===== src/rtl/ssd_pkg.sv =====
// Shared constants and helpers for the seven-segment display scanning logic.
package ssd_pkg;

    localparam int unsigned NIBBLE_W        = 4;
    localparam int unsigned MAX_DIGITS      = 8;
    localparam int unsigned AN_IDX_W        = 3;
    localparam int unsigned DEF_NUM_DIGITS  = 4;
    localparam int unsigned DEF_REFRESH_DIV = 100000;

    // Digit index to active-low one-hot anode enable (widest supported display).
    function automatic logic [MAX_DIGITS-1:0] anode_encode(input logic [AN_IDX_W-1:0] idx);
        return ~(MAX_DIGITS'(1) << idx);
    endfunction

endpackage


===== src/rtl/ssd_prescaler.sv =====
// Free-running divide-by-DIV counter; tc is high while the count sits at DIV-1.
module ssd_prescaler
    import ssd_pkg::*;
#(
    parameter int unsigned DIV = DEF_REFRESH_DIV
) (
    input  logic clk,
    input  logic rst_n,
    output logic tc
);

    localparam int unsigned CNT_W = (DIV > 1) ? $clog2(DIV) : 1;

    logic [CNT_W-1:0] pcnt;
    logic [CNT_W-1:0] pcnt_nxt;

    always_comb begin
        pcnt_nxt = pcnt + CNT_W'(1);
        if (tc) begin
            pcnt_nxt = '0;
        end
    end

    // tc is registered from the next count so it tracks pcnt == DIV-1 exactly.
    always_ff @(posedge clk) begin
        if (!rst_n) begin
            pcnt <= '0;
            tc   <= 1'b0;
        end else begin
            pcnt <= pcnt_nxt;
            tc   <= (pcnt_nxt == CNT_W'(DIV - 1));
        end
    end

endmodule


===== src/rtl/ssd_scan_mux.sv =====
// Tear-free multiplexed scanner for a common-anode seven-segment display.
// Optional feature: define SSD_LEADING_ZERO_BLANK_EN to blank leading-zero digits.
module ssd_scan_mux
    import ssd_pkg::*;
#(
    parameter int unsigned NUM_DIGITS  = DEF_NUM_DIGITS,
    parameter int unsigned REFRESH_DIV = DEF_REFRESH_DIV
) (
    input  logic                           clk,
    input  logic                           rst_n,
    input  logic [NIBBLE_W*NUM_DIGITS-1:0] value_in,
    input  logic                           load,
    output logic [NIBBLE_W-1:0]            dig,
    output logic [NUM_DIGITS-1:0]          an,
    output logic                           frame_done
);

    localparam int unsigned VAL_W = NIBBLE_W * NUM_DIGITS;
    localparam int unsigned IDX_W = $clog2(NUM_DIGITS);
    localparam logic [IDX_W-1:0] LAST_IDX = IDX_W'(NUM_DIGITS - 1);

    logic                  tc;
    logic                  boundary_c;
    logic [IDX_W-1:0]      idx;
    logic [IDX_W-1:0]      idx_nxt;
    logic [VAL_W-1:0]      shadow;
    logic [VAL_W-1:0]      shadow_nxt;
    logic [VAL_W-1:0]      pending;
    logic [VAL_W-1:0]      pending_nxt;
    logic                  pending_v;
    logic                  pending_v_nxt;
    logic [NIBBLE_W-1:0]   dig_nxt;
    logic [NUM_DIGITS-1:0] an_nxt;
    logic [NUM_DIGITS-1:0] blank_c;
    logic [MAX_DIGITS-1:0] an_full;

    ssd_prescaler #(
        .DIV (REFRESH_DIV)
    ) u_prescaler (
        .clk   (clk),
        .rst_n (rst_n),
        .tc    (tc)
    );

    // Scan sequencing, capture/shadow handoff and next output values.
    always_comb begin
        boundary_c    = tc && (idx == LAST_IDX);
        idx_nxt       = idx;
        shadow_nxt    = shadow;
        pending_nxt   = pending;
        pending_v_nxt = pending_v;
        dig_nxt       = '0;

        if (tc) begin
            idx_nxt = (idx == LAST_IDX) ? '0 : idx + IDX_W'(1);
        end

        // A load on the boundary itself bypasses the pending stage.
        if (boundary_c) begin
            if (load) begin
                shadow_nxt = value_in;
            end else if (pending_v) begin
                shadow_nxt = pending;
            end
            pending_v_nxt = 1'b0;
        end else if (load) begin
            pending_nxt   = value_in;
            pending_v_nxt = 1'b1;
        end

        for (int k = 0; k < NUM_DIGITS; k++) begin
            if (idx_nxt == IDX_W'(k)) begin
                dig_nxt = shadow_nxt[k*NIBBLE_W +: NIBBLE_W];
            end
        end

        an_full = anode_encode(AN_IDX_W'(idx_nxt));
        an_nxt  = an_full[NUM_DIGITS-1:0] | blank_c;
    end

    // Leading-zero blank mask; derived from the next shadow so it moves only at frame boundaries.
`ifdef SSD_LEADING_ZERO_BLANK_EN
    logic zero_run;

    always_comb begin
        blank_c  = '0;
        zero_run = 1'b1;
        for (int k = NUM_DIGITS - 1; k > 0; k--) begin
            zero_run   = zero_run && (shadow_nxt[k*NIBBLE_W +: NIBBLE_W] == '0);
            blank_c[k] = zero_run;
        end
    end
`else
    always_comb begin
        blank_c = '0;
    end
`endif

    always_ff @(posedge clk) begin
        if (!rst_n) begin
            idx        <= '0;
            shadow     <= '0;
            pending    <= '0;
            pending_v  <= 1'b0;
            dig        <= '0;
            an         <= ~(NUM_DIGITS'(1));
            frame_done <= 1'b0;
        end else begin
            idx        <= idx_nxt;
            shadow     <= shadow_nxt;
            pending    <= pending_nxt;
            pending_v  <= pending_v_nxt;
            dig        <= dig_nxt;
            an         <= an_nxt;
            frame_done <= boundary_c;
        end
    end

endmodule


===== config.mk =====
export PLATFORM = sky130hd
export DESIGN_NAME = ssd_scan_mux
export DESIGN_NICKNAME = d
export VERILOG_FILES = /design/src/rtl/ssd_pkg.sv /design/src/rtl/ssd_prescaler.sv /design/src/rtl/ssd_scan_mux.sv
export SDC_FILE = /design/constraint.sdc
export NUM_CORES = 1
export LEC_CHECK = 0
export CORE_MARGIN = 1.5
export CORE_UTILIZATION = 56
export DETAILED_ROUTE_END_ITERATION = 7
export MAX_ROUTING_LAYER = met4
export PLACE_DENSITY = 0.79
export REMOVE_ABC_BUFFERS = 1
export SLEW_MARGIN = 20
export SYNTH_ARGS = -nofsm -noshare
export SYNTH_HDL_FRONTEND = slang
export SYNTH_SLANG_ARGS = --single-unit

===== constraint.sdc =====
create_clock -name clk -period 2.51 [get_ports clk]
set_clock_uncertainty 0.15 [all_clocks]
set_input_delay 0.3765 -clock clk [delete_from_list [all_inputs] [get_ports clk]]
set_output_delay 0.3765 -clock clk [all_outputs]
set_load 0.02 [all_outputs]

==> impl_metrics.json, run 1 <==
{
  "slew_viol_final": 0,
  "drtIter0Drc": 210,
  "area_delta_synth_final_pct": 20.0,
  "async_flop_share_pct": 0,
  "syn_area_mm2": 0.00275,
  "core_area_mm2": 0.00472,
  "cpLargestDelayFamily": "simple AND/OR/NAND/NOR gates",
  "rows": 25,
  "drive_gt1_share_pct": 11.2,
  "final_util_pct": 69.9,
  "fin_crit_sh_pct": 86.0,
  "netlist_top_cells_count": "dfxtp_1, nand2_1, nor2_1",
  "timing.setup.tns_ns": 0,
  "hp-class": "flip-flop to flip-flop",
  "post-cts-setup-buffers": 0,
  "swShare_pct": 22.5,
  "clk_pin_slew_worst_paths_ns": 0.06,
  "grt_pass1_wl_um": 10300,
  "synth_most_common_cell": "dfxtp_1",
  "numCtsBuffers": 9,
  "drt-total-wl_um": 6340,
  "synth_cells": 321,
  "synth-edff-count": 0,
  "wl_per_cell_um": 15.0,
  "place_hpwl_um": 4270,
  "synth_top_cell_by_area": "dfxtp_1",
  "drtPass1Iterations": 4,
  "crit_chain": "ha_1, nand4_2, or4_4, a22oi_2, o2111ai_1, nor4_1",
  "cp.required_ns": 2.61,
  "min_period_ns": 2.16,
  "cp_slowest_cell": "or4_4",
  "syn-mean-instance-area_um2": 8.57,
  "p_per_area_mw_per_mm2": 584,
  "rsz0062_at_grt": "no",
  "p_leak_nw": 1.23,
  "n_antenna_cell": 0,
  "yosys_warnings": 0,
  "end_kind": "flip-flop",
  "synth_cell_types": 47,
  "pre_cts_slack_ns": 0.364,
  "die_h_um": 73.1,
  "crit_buf_inv": 0,
  "clk_latency_ns": 0.33,
  "htree_num_levels": 3,
  "place_area_mm2": 0.00313,
  "arrival_ns": 2.25,
  "hold_buffers": 0,
  "overflow": 0,
  "vdd_ir_drop_max_uv": 377,
  "worst_pin_slew_ns": 0.662,
  "slew_headroom_pct": 55.8,
  "ioPinCount": 28,
  "antenna_found_initial": 0,
  "path_max_fanout": 9,
  "synth_area_leaders": "dfxtp_1, nand2_1, o22ai_1, a21oi_1, nor2_1",
  "start_util_pct": 58.2,
  "yosysSeqAreaShare_pct": 45.1,
  "clock_path_buffers": 2,
  "critPathLaunchType": "flip-flop",
  "clock_sinks": 62,
  "cp_slowest_stage_delay_ns": 0.48,
  "grt_pass1_vias": 2302,
  "switchingPower_uw": 433,
  "grt_use_total_pct": 25.8,
  "design.die.area_mm2": 0.00534,
  "cts_tree": "done",
  "grt_max_degree": 22,
  "ctsResizeCount": 0,
  "final_area_mm2": 0.00330,
  "ant_nets": 0,
  "hold_viol": 0,
  "yosysTopAreaCellShare_pct": 45.1,
  "status": "complete, no violations",
  "crit_type": "flip-flop to flip-flop",
  "drt-vias-per-instance": 5.77,
  "drc_errors": 0,
  "synth-seq-cells": 62,
  "combPwrFrac_pct": 6.7,
  "p_seq_share_pct": 52.9,
  "power.internal_mw": 1.49,
  "setup_viol": 0,
  "clock_power_share_pct": 40.4,
  "num-nets-final": 374,
  "cap_violations": 0,
  "fmax_mhz": 463,
  "die_w_um": 73.1,
  "via_count": 2442,
  "fin_ws_ns": 0.352,
  "root_buffer": "clkbuf_8",
  "port_buffers": 27,
  "synthFlopType": "dfxtp_1",
  "gp_congestion": 0.832
}
## worst min-delay path: stages (launching register included)
cell,delay (ns)
dfxtp_1,0.31
nand2_1,0.05
a21oi_1,0.05
## area by class of cell
type                       instances  area [um^2]
fill                             397         1420
multi-input combinational        230         1380
sequential                        62         1240
timing repair buffer              41          388
clock buffer                      13          169
tap                               67         83.8
inverter                           9         33.8
clock inverter                     1         5.00
## per-layer routing
metal  share of wire (%)  track usage (%)  vias to the layer above  wire [um]
met5                   0                -                        -          0
met4                 1.5             11.5                        0         97
met3                 5.9             3.87                       10        374
met2                  48             39.5                       84       3030
met1                  45             33.6                     1125       2840
li1                    -                -                     1223          -
## kinds of logic (layout without fill, tap and decap cells)
logic type,count (synthesis),after routing,synth area share [%]
AOI/OAI and AO/OA,83,83,19.6
adders and majority gates,2,2,0.910
and+or+nand+nor,124,124,22.5
DFF,62,62,45.1
muxes,9,9,3.37
xor gates and xnor gates,12,12,3.82
buffers and inverters,29,64,4.69
## registers in the layout, summed over array words and instances, names as in the netlist
register,count
u_prescaler.pcnt,17
pending,16
shadow,16
an,4
dig,4
idx,2
frame_done,1
pending_v,1
u_prescaler.tc,1
## power groups by stage
stage	Sequential, mW	Clock, mW	Combinational [mW]
finish	1.02	0.778	0.129
global route	1.02	0.822	0.142
CTS	1.02	0.784	0.129
detailed placement	1.04	0	0.127
global placement	1.04	0	0.124
floorplan	1.04	0	0.0589
## per-stage QoR
stage,instances,hold slack [ns],total power [mW]
detailed placement,409,0.299,1.17
global placement,409,0.290,1.16
CTS,423,0.307,1.93
global route,423,0.324,1.99
finish,423,0.310,1.93
floorplan,301,0.282,1.10
## final timing paths
check,start,to,slack (ns),cells past startpoint
setup reg to reg,u_prescaler.pcnt[0],u_prescaler.tc,0.35,6
setup / recovery,u_prescaler.pcnt[0],u_prescaler.tc,0.35,6
hold / removal,pending[4],pending[4],0.31,2
hold reg to reg,pending[4],pending[4],0.31,2
## layout by cell type (no fill, tap or decap), types with 2 or more instances in the layout
master,n
dfxtp_1,62
nand2_1,41
nor2_1,35
a21oi_1,28
clkdlybuf4s50_1,27
o22ai_1,24
buf_4,13
clkbuf_8,12
nor3_1,10
inv_1,9
and2_1,9
nand3_1,8
mux2i_1,7
xnor2_1,7
o21ai_0,7
o221ai_1,7
o22a_1,6
xor2_1,5
nor4_1,4
o31ai_1,2
and4b_1,2
o311a_1,2
mux2_2,2
a311oi_1,2
ha_1,2
Power figures use the tool's default switching activity.
==> run 2, diff against run 1 <==
SKIP_LAST_GASP = 1   (was not set)
==> results of run 2 <==
The final DEF is identical to that of run 1; final timing and power are the same.
